[src/rtl/arp_rx_parser_pkg.sv]
// Shared constants, parser state codes and small helpers for the ARP
// receive front end.
package arp_rx_parser_pkg;

  // Fixed ARP-over-Ethernet header field values
  localparam logic [15:0] ARP_ETHERTYPE = 16'h0806;
  localparam logic [15:0] HTYPE_ETH     = 16'h0001;
  localparam logic [15:0] PTYPE_IPV4    = 16'h0800;
  localparam logic [7:0]  HLEN          = 8'd6;
  localparam logic [7:0]  PLEN          = 8'd4;
  localparam logic [15:0] OPER_REQ      = 16'h0001;

  // Byte offsets inside the 42-byte Ethernet/ARP header
  localparam logic [5:0] DMAC_LAST = 6'd5;
  localparam logic [5:0] SHA_OFS   = 6'd22;
  localparam logic [5:0] SPA_OFS   = 6'd28;
  localparam logic [5:0] TPA_OFS   = 6'd38;
  localparam logic [5:0] HDR_LAST  = 6'd41;

  // Parser state codes
  typedef enum logic [1:0] {
    P_IDLE  = 2'd0,
    P_HDR   = 2'd1,
    P_TAIL  = 2'd2,
    P_CHECK = 2'd3
  } parse_state_t;

  // Byte i of a MAC address, i = 0 being the first byte on the wire
  function automatic logic [7:0] mac_byte(input logic [47:0] mac, input logic [2:0] i);
    case (i)
      3'd0:    mac_byte = mac[47:40];
      3'd1:    mac_byte = mac[39:32];
      3'd2:    mac_byte = mac[31:24];
      3'd3:    mac_byte = mac[23:16];
      3'd4:    mac_byte = mac[15:8];
      3'd5:    mac_byte = mac[7:0];
      default: mac_byte = 8'h00;
    endcase
  endfunction

  // Byte i of an IPv4 address, i = 0 being the first byte on the wire
  function automatic logic [7:0] ip_byte(input logic [31:0] ip, input logic [1:0] i);
    case (i)
      2'd0:    ip_byte = ip[31:24];
      2'd1:    ip_byte = ip[23:16];
      2'd2:    ip_byte = ip[15:8];
      2'd3:    ip_byte = ip[7:0];
      default: ip_byte = 8'h00;
    endcase
  endfunction

  // Increment that sticks at the top value
  function automatic logic [7:0] sat_inc8(input logic [7:0] v);
    sat_inc8 = (v == 8'hFF) ? 8'hFF : (v + 8'd1);
  endfunction

endpackage

[src/rtl/arp_rx_field_chk.sv]
// Combinational per-byte field checker: given the header byte index and the
// byte value, reports whether the byte is acceptable, the two destination-MAC
// match candidates, and which shadow register (SHA/SPA) should capture it.
module arp_rx_field_chk
  import arp_rx_parser_pkg::*;
#(
  parameter logic [47:0] MY_MAC = 48'h000A35010203,
  parameter logic [31:0] MY_IP  = 32'hC0A80164
) (
  input  logic [5:0] idx,
  input  logic [7:0] data,
  output logic       byte_ok,
  output logic       is_dmac,
  output logic       bcast_ok,
  output logic       mine_ok,
  output logic       sha_en,
  output logic       spa_en
);

  logic [1:0] tpa_rel_s;

  // Decode the byte position and compare against the expected field value
  always_comb begin
    byte_ok   = 1'b1;
    is_dmac   = 1'b0;
    bcast_ok  = 1'b0;
    mine_ok   = 1'b0;
    sha_en    = (idx >= SHA_OFS) && (idx < SPA_OFS);
    spa_en    = (idx >= SPA_OFS) && (idx < (SPA_OFS + 6'd4));
    tpa_rel_s = idx[1:0] - TPA_OFS[1:0];
    case (idx)
      6'd0, 6'd1, 6'd2, 6'd3, 6'd4, 6'd5: begin
        // Destination MAC is judged as a whole group by the parser
        is_dmac  = 1'b1;
        bcast_ok = (data == 8'hFF);
        mine_ok  = (data == mac_byte(MY_MAC, idx[2:0]));
      end
      6'd12:   byte_ok = (data == ARP_ETHERTYPE[15:8]);
      6'd13:   byte_ok = (data == ARP_ETHERTYPE[7:0]);
      6'd14:   byte_ok = (data == HTYPE_ETH[15:8]);
      6'd15:   byte_ok = (data == HTYPE_ETH[7:0]);
      6'd16:   byte_ok = (data == PTYPE_IPV4[15:8]);
      6'd17:   byte_ok = (data == PTYPE_IPV4[7:0]);
      6'd18:   byte_ok = (data == HLEN);
      6'd19:   byte_ok = (data == PLEN);
      6'd20:   byte_ok = (data == OPER_REQ[15:8]);
      6'd21:   byte_ok = (data == OPER_REQ[7:0]);
      6'd38, 6'd39, 6'd40, 6'd41: byte_ok = (data == ip_byte(MY_IP, tpa_rel_s));
      default: byte_ok = 1'b1;
    endcase
  end

endmodule

[src/rtl/arp_rx_parser.sv]
// ARP receive parser: walks the Ethernet/ARP header of each received frame,
// captures the requester's addresses and raises a level start towards the
// reply FSM for a valid request to our IP. Rejected frames are counted.
module arp_rx_parser
  import arp_rx_parser_pkg::*;
#(
  parameter logic [47:0] MY_MAC = 48'h000A35010203,
  parameter logic [31:0] MY_IP  = 32'hC0A80164
) (
  input  logic        clk,
  input  logic        areset,
  input  logic [7:0]  rx_data,
  input  logic        rx_valid,
  input  logic        rx_sof,
  input  logic        rx_eof,
  input  logic        tx_done,
  output logic        reply_start,
  output logic [47:0] req_mac,
  output logic [31:0] req_ip,
  output logic [7:0]  drop_cnt
);

  parse_state_t state_r, state_nx;
  logic [5:0]   idx_r, idx_nx, chk_idx_s;
  logic         match_r, match_nx;
  logic         bcast_r, bcast_nx;
  logic         mine_r, mine_nx;
  logic [47:0]  sha_r, sha_nx;
  logic [31:0]  spa_r, spa_nx;
  logic         start_r, start_nx;
  logic [47:0]  mac_r, mac_nx;
  logic [31:0]  ip_r, ip_nx;
  logic [7:0]   drop_r, drop_nx;

  logic hdr_byte_s;
  logic byte_ok_s, is_dmac_s, bcast_ok_s, mine_ok_s, sha_en_s, spa_en_s;
  logic match_base_s, bcast_base_s, mine_base_s, dmac_fail_s;

  // A start-of-frame byte is always header byte 0, whatever state we are in
  assign chk_idx_s  = rx_sof ? 6'd0 : idx_r;
  assign hdr_byte_s = rx_valid & (rx_sof | (state_r == P_HDR));

  arp_rx_field_chk #(
    .MY_MAC (MY_MAC),
    .MY_IP  (MY_IP)
  ) u_field_chk (
    .idx      (chk_idx_s),
    .data     (rx_data),
    .byte_ok  (byte_ok_s),
    .is_dmac  (is_dmac_s),
    .bcast_ok (bcast_ok_s),
    .mine_ok  (mine_ok_s),
    .sha_en   (sha_en_s),
    .spa_en   (spa_en_s)
  );

  // Next-state logic: header walk, field accumulation and accept/reject decision
  always_comb begin
    state_nx     = state_r;
    idx_nx       = idx_r;
    match_nx     = match_r;
    bcast_nx     = bcast_r;
    mine_nx      = mine_r;
    sha_nx       = sha_r;
    spa_nx       = spa_r;
    mac_nx       = mac_r;
    ip_nx        = ip_r;
    drop_nx      = drop_r;
    dmac_fail_s  = 1'b0;
    match_base_s = rx_sof ? 1'b1 : match_r;
    bcast_base_s = rx_sof ? 1'b1 : bcast_r;
    mine_base_s  = rx_sof ? 1'b1 : mine_r;

    // Reply FSM has reached END: let it go back to IDLE
    if (start_r && tx_done) begin
      start_nx = 1'b0;
    end else begin
      start_nx = start_r;
    end

    if (hdr_byte_s) begin
      bcast_nx = bcast_base_s & (bcast_ok_s | ~is_dmac_s);
      mine_nx  = mine_base_s & (mine_ok_s | ~is_dmac_s);
      if (chk_idx_s == DMAC_LAST) begin
        dmac_fail_s = ~(bcast_nx | mine_nx);
      end else begin
        dmac_fail_s = 1'b0;
      end
      match_nx = match_base_s & byte_ok_s & ~dmac_fail_s;
      if (sha_en_s) begin
        sha_nx = {sha_r[39:0], rx_data};
      end else begin
        sha_nx = sha_r;
      end
      if (spa_en_s) begin
        spa_nx = {spa_r[23:0], rx_data};
      end else begin
        spa_nx = spa_r;
      end
      if (rx_eof) begin
        if (chk_idx_s == HDR_LAST) begin
          state_nx = P_CHECK;
          idx_nx   = chk_idx_s;
        end else begin
          // Frame ended inside the header: too short to be ARP
          state_nx = P_IDLE;
          idx_nx   = 6'd0;
          drop_nx  = sat_inc8(drop_r);
        end
      end else if (chk_idx_s == HDR_LAST) begin
        state_nx = P_TAIL;
        idx_nx   = chk_idx_s;
      end else begin
        state_nx = P_HDR;
        idx_nx   = chk_idx_s + 6'd1;
      end
    end else begin
      case (state_r)
        P_TAIL: begin
          if (rx_valid && rx_eof) begin
            state_nx = P_CHECK;
          end else begin
            state_nx = P_TAIL;
          end
        end
        P_CHECK: begin
          state_nx = P_IDLE;
          idx_nx   = 6'd0;
          // No queueing: a request arriving during a reply is dropped
          if (match_r && !start_r) begin
            start_nx = 1'b1;
            mac_nx   = sha_r;
            ip_nx    = spa_r;
          end else begin
            drop_nx  = sat_inc8(drop_r);
          end
        end
        default: state_nx = state_r;
      endcase
    end
  end

  // State and output registers with synchronous reset
  always_ff @(posedge clk) begin
    if (areset) begin
      state_r <= P_IDLE;
      idx_r   <= 6'd0;
      match_r <= 1'b1;
      bcast_r <= 1'b1;
      mine_r  <= 1'b1;
      sha_r   <= 48'd0;
      spa_r   <= 32'd0;
      start_r <= 1'b0;
      mac_r   <= 48'd0;
      ip_r    <= 32'd0;
      drop_r  <= 8'd0;
    end else begin
      state_r <= state_nx;
      idx_r   <= idx_nx;
      match_r <= match_nx;
      bcast_r <= bcast_nx;
      mine_r  <= mine_nx;
      sha_r   <= sha_nx;
      spa_r   <= spa_nx;
      start_r <= start_nx;
      mac_r   <= mac_nx;
      ip_r    <= ip_nx;
      drop_r  <= drop_nx;
    end
  end

  assign reply_start = start_r;
  assign req_mac     = mac_r;
  assign req_ip      = ip_r;
  assign drop_cnt    = drop_r;

endmodule

[config.mk]
export PLATFORM = sky130hd
export DESIGN_NAME = arp_rx_parser
export DESIGN_NICKNAME = d
export VERILOG_FILES = /design/src/rtl/arp_rx_parser_pkg.sv /design/src/rtl/arp_rx_field_chk.sv /design/src/rtl/arp_rx_parser.sv
export SDC_FILE = /design/constraint.sdc
export NUM_CORES = 1
export LEC_CHECK = 0
export ABC_AREA = 1
export CELL_PAD_IN_SITES_DETAIL_PLACEMENT = 0
export CELL_PAD_IN_SITES_GLOBAL_PLACEMENT = 2
export CORE_ASPECT_RATIO = 1.1
export CORE_MARGIN = 2
export CORE_UTILIZATION = 30
export CTS_BUF_LIST = sky130_fd_sc_hd__clkbuf_8
export CTS_CLUSTER_SIZE = 40
export DETAILED_ROUTE_END_ITERATION = 16
export PLACE_DENSITY_LB_ADDON = 0.08
export SYNTH_ARGS = -nofsm -noshare
export SYNTH_HDL_FRONTEND = slang
export SYNTH_HIERARCHICAL = 1
export SYNTH_SLANG_ARGS = --single-unit
[constraint.sdc]
create_clock -name clk -period 3.09 [get_ports clk]
set_input_delay 0.618 -clock clk [delete_from_list [all_inputs] [get_ports clk]]
set_output_delay 0.618 -clock clk [all_outputs]
set_load 0.05 [all_outputs]
[Word-level counts from Yosys, hierarchy flattened]
Cells that the tools add are included.
Storage, ports and cells
  flip-flop bits (word level): 180
  output and inout port bits: 89
Operators by class
  add/sub/neg operators: 3
  $lt $le $gt $ge: 4
  eq/ne operators: 41
  muxes and demuxes: 35
  bitwise logic cells: 13
  reduce and logical (&&, ||, !) cells: 21
Operator list (count)
  $mux W8: 8
  $eq A6 B5 Y1 const B: 6
  $mux W6: 6
  $pmux W8 S4: 1
  $pmux W6 S5: 1
  $eq A6 B4 Y1 const B: 4
  $eq A6 B6 Y1 const B: 4
  $eq A8 B3 Y1 const B: 2
  $eq A8 B8 Y1: 2
  $eq A8 B8 Y1 const B: 2
  $mux W1: 13
  $eq A6 B2 Y1 const B: 2
  $eq A6 B3 Y1 const B: 2
  $ge A6 B5 Y1 const B: 2
  $add A8 B1 Y8 const B: 1
  $eq A2 B2 Y1 const B: 4
  $eq A8 B1 Y1 const B: 1
  $eq A8 B4 Y1 const B: 1
  $logic_not A8 Y1: 1
  $mux W2: 4
  $add A6 B1 Y6 const B: 1
  $eq A3 B2 Y1 const B: 2
  $eq A3 B3 Y1 const B: 2
  $eq A6 B1 Y1 const B: 1
  other kinds (24): 44

[Logic depth before layout (Yosys ltp)]
Gate-level depths: netlist of run 1.
  depth after elaboration: 14
  mapped depth: 20

[Modules after synthesis]
The synthesis of run 1 kept the hierarchy.
By module, submodules not included
  arp_rx_parser: instances 1, cells each 888, area each 6986.7 sq um, sequential area each 3603.5 sq um
  arp_rx_field_chk: instances 1, cells each 144, area each 759.5 sq um, sequential area each 0.0 sq um

[Worst setup path after synthesis of run 1]
Ideal clock, no wire load.
  kind: input -> register
  start point: in rx_sof
  end point: reg sha_r[27]
  library setup time: 70 ps
  data arrival time: 2849 ps
  setup slack: 171 ps
  stages: 10
  buffers on the path: 3
  path through: buf_4 nor2_1 inv_2 nor2_4 o211ai_1 a221oi_1 buf_1 clkbuf_1 nand3_1 a21oi_1
Between the ends
  word-level cells in the longest chain between the ends: 4
  elaborated cells on any way between the ends: 7
  those cells by class: 2 x order compare; 1 x mux; 2 x bitwise; 2 x reduce/logical
Ends and longest elaborated chain
  start: declaration: line arp_rx_parser.sv:14  | input logic rx_sof,
  $mux W6 *: line arp_rx_parser.sv:40  | assign chk_idx_s = rx_sof ? 6'd0 : idx_r;
  named net chk_idx_s[4]: line arp_rx_parser.sv:24  | logic [5:0] idx_r, idx_nx, chk_idx_s;
  $ge A6 B5 Y1 or $lt A6 B5 Y1 (tied branches): line arp_rx_field_chk.sv:28  | sha_en = (idx >= SHA_OFS) && (idx < SPA_OFS);
  $logic_and A1 B1 Y1 *: line arp_rx_field_chk.sv:28
  named net sha_en_s: line arp_rx_parser.sv:36  | logic byte_ok_s, is_dmac_s, bcast_ok_s, mine_ok_s, sha_en_s, spa_en_s;
  $reduce_and A2 Y1 (no source line) *
  end signal: assignment: line arp_rx_parser.sv:163  | sha_r <= sha_nx;
  end: declaration: line arp_rx_parser.sv:28  | logic [47:0] sha_r, sha_nx;
The timed path passes the listed nets; every way through them passes the cells marked *.
A chain may end at the register's enable or synchronous reset.

[Worst setup path after layout of run 1]
  start point: in rx_sof
  end point: reg sha_r[3]
Same word-level chain as after synthesis.

==> results.md, run 1 <==
* Status: completed
* Hold EP: req_ip[27]
* Critical Path End Type: flip-flop
* CTS Sinks at 180
* Final Setup Violations at 0
* RSZ-0062 raised after global routing: no
* Pwr dens at between 400 and 500 nW/um^2
* DRC violations left at 0
* Drt pass-1 iters at 4
* Area contributors post-synth: dfxtp_1, a21oi_1, nand2_1
* Setup bufs post-CTS at 0
* Largest net degree at the start of global routing at 56
* Hold depth at 2
* H-tree levels at 4
* Cells along the critical path: clkdlybuf4s50_1 -> inv_2 -> buf_4 -> nand2_1 -> inv_1 -> nor2_4 -> o211ai_1 -> a221oi_4 -> buf_12 -> nand3_1 -> a21oi_1
* Final Critical Period at between 2000 and 3000 ps
* Sequential-to-total area share from yosys stat at 46.5%
* Die area at about 27,000 sq um
* 1st-iter DRT viols at 516
* Gpl congestion at 0.863
* Syn. warnings at 6
* Max stage delay on crit path at 570 ps
* P&R area growth vs syn at 24.8%
* CTS Buffer Depth at 2
* Synth Flop Type: dfxtp_1
* Max Fclk at 371 MHz
* Post-route ant nets at 0
* Worst-path clk slew at 100 ps
* Final #Nets at 1,154
* Initial core utilization at 30.6%
* Critical R2R Launch: idx_r[1]
* GRT overflow at 0
* Max FO, Critical Path at 48
* Dpl cell area at between 9000 and 10,000 sq um
* Core area at 25,300 sq um
* I/O pin count at 103
* Die Wd at 157 um
* Core Util, Final at approximately two fifths
* Critical path type: in -> reg
* Synth unique cells at 34
* Post-cts resize count at 0
* Max cap viols at 0
* Vias at 6,819
* Critical path's top delay family: buffers and inverters
* DR WL/cell at about 15 um
* Worst R2R Path Depth at 18
* #FFs+latches synth at between 150 and 200
* Total CTS buffers at 17
* Max IR drop VDD at 0.233 mV
* Final wirelength at 21,900 um
* P_leak at 3.44 nW
* Post-synth EDFFs at 0
* First-pass GRT wire length at 35,600 um
* IO Port Bufs at about 100
* Slew Viols, Final at 0
* Most frequent cells in the layout: dfxtp_1, a21oi_1, nand2_1
* Critical R2R Capture: match_r
* Crit path DAT at 3090 ps
* Worst clock skew at 16.4 ps
* Vias per inst at 4.58
* Hold_buf cts at 0
* Design Area, Final at 9670 sq um
* TritonCTS clock tree: done
* Post-synth top area share at 46.5%
* Synth Cell Area at 7750 sq um
* Share of layout cells above drive strength 1 at 9.46%
* Synthesized area per cell at 7.51 sq um
* CP Data Required Time at 3490 ps
* Final Hold Fails at 0
* Initial antenna violation count at 0
* Die Y at 173 um
* Ys async rst share at 0%
* Synthesized Nets at between 1k and 1.5k
* Rel. slew slack at 66.3%
* Root Buffer: clkbuf_8
* Reg-to-reg slack, setup at between 600 and 700 ps
* Buf/Inv on CP at 5
* Hpwl dp at 14,800 um
* Measured slew at the worst slew-check pin at 504 ps
* Critical path launch point type: input port
* Cell Rows at 61
* Total Routing Usage GR at 16.5%
* Mapped Cells at 1,032
* Vias in the first global route at 6,654
* FILL cells at approximately 2.8k
* Hold Crit Start: req_ip[27]
* Final period util at between 80% and 90%
* Total power at ~4.3 mW
* Clock latency on the worst-skew pair at 470 ps
* Area leader, netlist: dfxtp_1
* CP max-delay cell: clkdlybuf4s50_1
* Leading cell type in the layout, fill and taps excluded: dfxtp_1
* Worst hold-check path type: reg -> reg
[layout make-up]
class / count / area, sq um / share of cell area [%]
clock inverter: 15 / 155 / 1.60
inverter: 131 / 497 / 5.14
timing repair buffer: 146 / 1460 / 15.1
multi-input combinational: 653 / 3280 / 33.9
antenna: 1 / 2.50 / 0.0259
clock buffer: 17 / 234 / 2.42
tap: 346 / 433 / 4.48
sequential: 180 / 3600 / 37.3
[worst reg2reg max path, cell delays in order, from the launching register on]
cell and delay [ps]:
dfxtp_1 440, inv_1 60, nor2_1 170, inv_1 150, ha_1 280, inv_1 120
nand2_1 60, nand2_1 100, nand2_4 100, nand3_1 110, nand2_1 60, nand2_1 50
nand2_1 50, nor2_1 90, nand2_1 70, o21ai_1 190, o21a_1 150, nand3_1 70
nand3_1 70
[per-stage QoR]
| step | instances | hold slack (ps) | TNS (ps) | setup WS, ps |
|---|---|---|---|---|
| final | 1489 | 448 | 0 | 398 |
| after global routing | 1488 | 467 | 0 | 140 |
| after CTS | 1488 | 453 | 0 | 429 |
| after detailed placement | 1456 | 438 | -1340 | -81.1 |
| after global placement | 1456 | 434 | -721 | -66.1 |
| after floorplan | 1032 | 436 | 0 | 171 |
[registers in the layout (all words and copies together), names as in the netlist]
signal,cells
drop_cnt,8
idx_r,6
spa_r,32
sha_r,48
req_mac,48
match_r,1
bcast_r,1
req_ip,32
mine_r,1
reply_start,1
state_r,2
[cells by family (layout without fill, tap and decap cells)]
logic type | count (synthesis) | in the layout | synth area share, %
adders and majority gates | 11 | 11 | 1.78
xor gates and xnor gates | 4 | 4 | 0.452
buffers and inverters | 199 | 309 | 11.5
DFF | 180 | 180 | 46.5
other | 0 | 1 | 0
AOI/OAI and AO/OA | 280 | 280 | 18.4
and+or+nand+nor | 358 | 358 | 21.4
[where the power goes]
part	internal (mW)	total, mW	switching, mW
logic	0.0963	0.310	0.213
registers	2.34	2.35	0.0122
clock network	0.609	1.61	0.999
total	3.04	4.27	1.22
[cells in the mapped netlist, types with 2 or more instances]
master	count
inv_2	5
or2_2	2
o211ai_1	5
nand3b_1	5
nand3_2	10
xor2_1	3
buf_4	2
nand2_1	169
buf_2	15
o21ai_0	87
o22ai_1	3
buf_6	13
nand3_1	118
nor3_1	5
nor2_4	3
nor2_1	31
ha_1	11
nand2_2	6
nand2_4	2
inv_1	125
nand4_1	6
buf_1	5
a31oi_1	2
clkbuf_1	32
a21oi_1	178
o21ai_1	2
dfxtp_1	180
[layer usage]
metal | vias up | wire (um) | track usage [%]
li1 | 3587 | - | -
met1 | 3122 | 11200 | 23.7
met2 | 97 | 9820 | 25.7
met3 | 13 | 728 | 2.91
met4 | 0 | 182 | 3.56
met5 | - | 0 | 0
[worst max path at each step]
stage / endpoint / depth (start not counted) / from
after floorplan: sha_r[27] / 10 / rx_sof
after global placement: sha_r[3] / 11 / rx_sof
after detailed placement: sha_r[3] / 11 / rx_sof
after CTS: sha_r[35] / 11 / rx_sof
after global routing: match_r / 20 / rx_sof
final: sha_r[3] / 11 / rx_sof
Power figures use the tool's default switching activity.
==> run 2, diff against run 1 <==
--- a/config.mk
+++ b/config.mk
@@ -12,7 +12,7 @@
 export CORE_MARGIN = 2
 export CORE_UTILIZATION = 30
 export CTS_BUF_LIST = sky130_fd_sc_hd__clkbuf_8
-export CTS_CLUSTER_SIZE = 40
+export CTS_CLUSTER_SIZE = 20
 export DETAILED_ROUTE_END_ITERATION = 16
 export PLACE_DENSITY_LB_ADDON = 0.08
 export SYNTH_ARGS = -nofsm -noshare
==> results of run 2 <==
No change in the layout: final DEF, timing and power equal those of run 1.
==> run 3, diff against run 2 <==
--- a/config.mk
+++ b/config.mk
@@ -14,6 +14,7 @@
 export CTS_BUF_LIST = sky130_fd_sc_hd__clkbuf_8
 export CTS_CLUSTER_SIZE = 20
 export DETAILED_ROUTE_END_ITERATION = 16
+export GPL_TIMING_DRIVEN = 0
 export PLACE_DENSITY_LB_ADDON = 0.08
 export SYNTH_ARGS = -nofsm -noshare
 export SYNTH_HDL_FRONTEND = slang
==> results.md, run 3 (synthesized netlist as in run 1, its figures left out) <==
* Worst R2R Path Depth at 11
* Worst clock skew at 22.2 ps
* Gpl congestion at 0.829
* Final Hold Fails at 0
* Total CTS buffers at 17
* Most frequent cells in the layout: dfxtp_1, a21oi_1, nand2_1
* Leading cell type in the layout, fill and taps excluded: dfxtp_1
* Rel. slew slack at between 50% and 60%
* Vias in the first global route at 6,609
* Sequential share of power at around 55%
* NetSw at 1.21 mW
* Initial antenna violation count at 0
* Dpl cell area at 9180 sq um
* Hold depth at 2
* Final wirelength at 22,700 um
* Critical path type: reg -> reg
* RSZ-0062 raised after global routing: no
* Final Critical Period at 2800 ps
* Worst-path clk slew at 100 ps
* IO Port Bufs at 100
* Post-Route Setup TNS at 0 ps
* Die Y at between 150 and 200 um
* 1st-iter DRT viols at approximately 420
* Design Area, Final at 9590 sq um
* Final period util at 90.5%
* CTS Sinks at 180
* CTS Buffer Depth at 2
* Root Buffer: clkbuf_8
* Cell Rows at between 60 and 70
* GRT overflow at 0
* Combinational power share at around 7.4%
* Clock power frac at 37.6%
* Max FO, Critical Path at 10
* Measured slew at the worst slew-check pin at 681 ps
* DRC violations left at 0
* Die Wd at 157 um
* Slew Viols, Final at 0
* H-tree levels at 4
* Internal power at approximately 3 mW
* Drt pass-1 iters at 5
* CP Data Required Time at 3480 ps
* Critical path launch point type: flip-flop
* Status: completed
* Die area at 27,100 sq um
* Vias per inst at around 4.6
* Clock latency on the worst-skew pair at 470 ps
* Max IR drop VDD at 0.232 mV
* Largest net degree at the start of global routing at 19
* Final #Nets at 1,176
* Core Util, Final at 37.8%
* Hpwl dp at 16,600 um
* Initial core utilization at ~31%
* Max cap viols at 0
* DR WL/cell at 15.0 um
* Core area at about 25,000 sq um
* Crit path DAT at 3190 ps
* Max Fclk at 358 MHz
* Share of layout cells above drive strength 1 at 8.33%
* Post-route ant nets at 0
* Worst hold-check path type: reg -> reg
* Total Routing Usage GR at 17.0%
* Sw frac at 28.4%
* P_leak at roughly 3.4 nW
* Final Setup Violations at 0
* Pwr dens at 445 nW/um^2
* First-pass GRT wire length at between 30,000 and 40,000 um
* # diodes at 0
* P&R area growth vs syn at 23.8%
* TritonCTS clock tree: done
* Critical Path End Type: flip-flop
* I/O pin count at 103
* Vias at 6,978
run 3: cell type report:
cell class / count / area (sq um)
multi-input combinational: 653 / 3270
buffer: 68 / 393
tap: 346 / 433
fill: 2805 / 15800
clock inverter: 14 / 140
sequential: 180 / 3600
inverter: 131 / 497
clock buffer: 18 / 248
timing repair buffer: 100 / 1000
run 3: per-layer routing:
metal  GRT usage [%]  vias to the layer above  part of all wire [%]
li1                -                     3634                     -
met1            25.4                     3241                    52
met2            26.0                       93                    45
met3            2.63                       10                   2.3
met4            3.52                        0                  0.69
met5               0                        -                     0
run 3: worst max-delay path, cell delays in order (launching register included):
cell,delay [ps]
dfxtp_1,350
inv_1,70
nor2_2,300
buf_6,200
inv_2,70
nor2_4,100
o211ai_1,140
a221oi_2,500
buf_2,330
clkbuf_1,360
nand3_1,140
a21oi_1,160
run 3: power groups by stage:
| stage | registers, mW | clock network (mW) | logic [mW] |
|---|---|---|---|
| CTS | 2.35 | 1.66 | 0.322 |
| global placement | 2.40 | 0 | 0.321 |
| global route | 2.35 | 1.75 | 0.349 |
| finish | 2.35 | 1.60 | 0.315 |
| floorplan | 2.45 | 0 | 0.155 |
| detailed placement | 2.40 | 0 | 0.320 |
run 3: through the flow:
stage | power (mW) | setup slack (ps) | std cells | hold slack [ps]
2_1_floorplan | 2.60 | 171 | 1032 | 436
3_3_place_gp | 2.72 | -840 | 1478 | 433
3_5_place_dp | 2.72 | -816 | 1478 | 436
4_1_cts | 4.34 | 92.7 | 1510 | 453
5_1_grt | 4.45 | 27.7 | 1510 | 470
6_report | 4.27 | 294 | 1510 | 449
run 3: path summary, 6_finish.rpt:
path | from | end | slack (ps)
max | idx_r[2] | sha_r[31] | 290
min | req_ip[21] | req_ip[21] | 450
max reg2reg | idx_r[2] | sha_r[31] | 290
min reg2reg | req_ip[21] | req_ip[21] | 450
run 3: what timing repair did:
item | 4_1_cts | 5_1_grt
endpoints found under the setup margin | 20 | 18
pin swaps | 0 | 0
buffers inserted | 0 | 0
gates resized for setup | 4 | 4
hold buffers | 0 | 0
cloned | 0 | 0
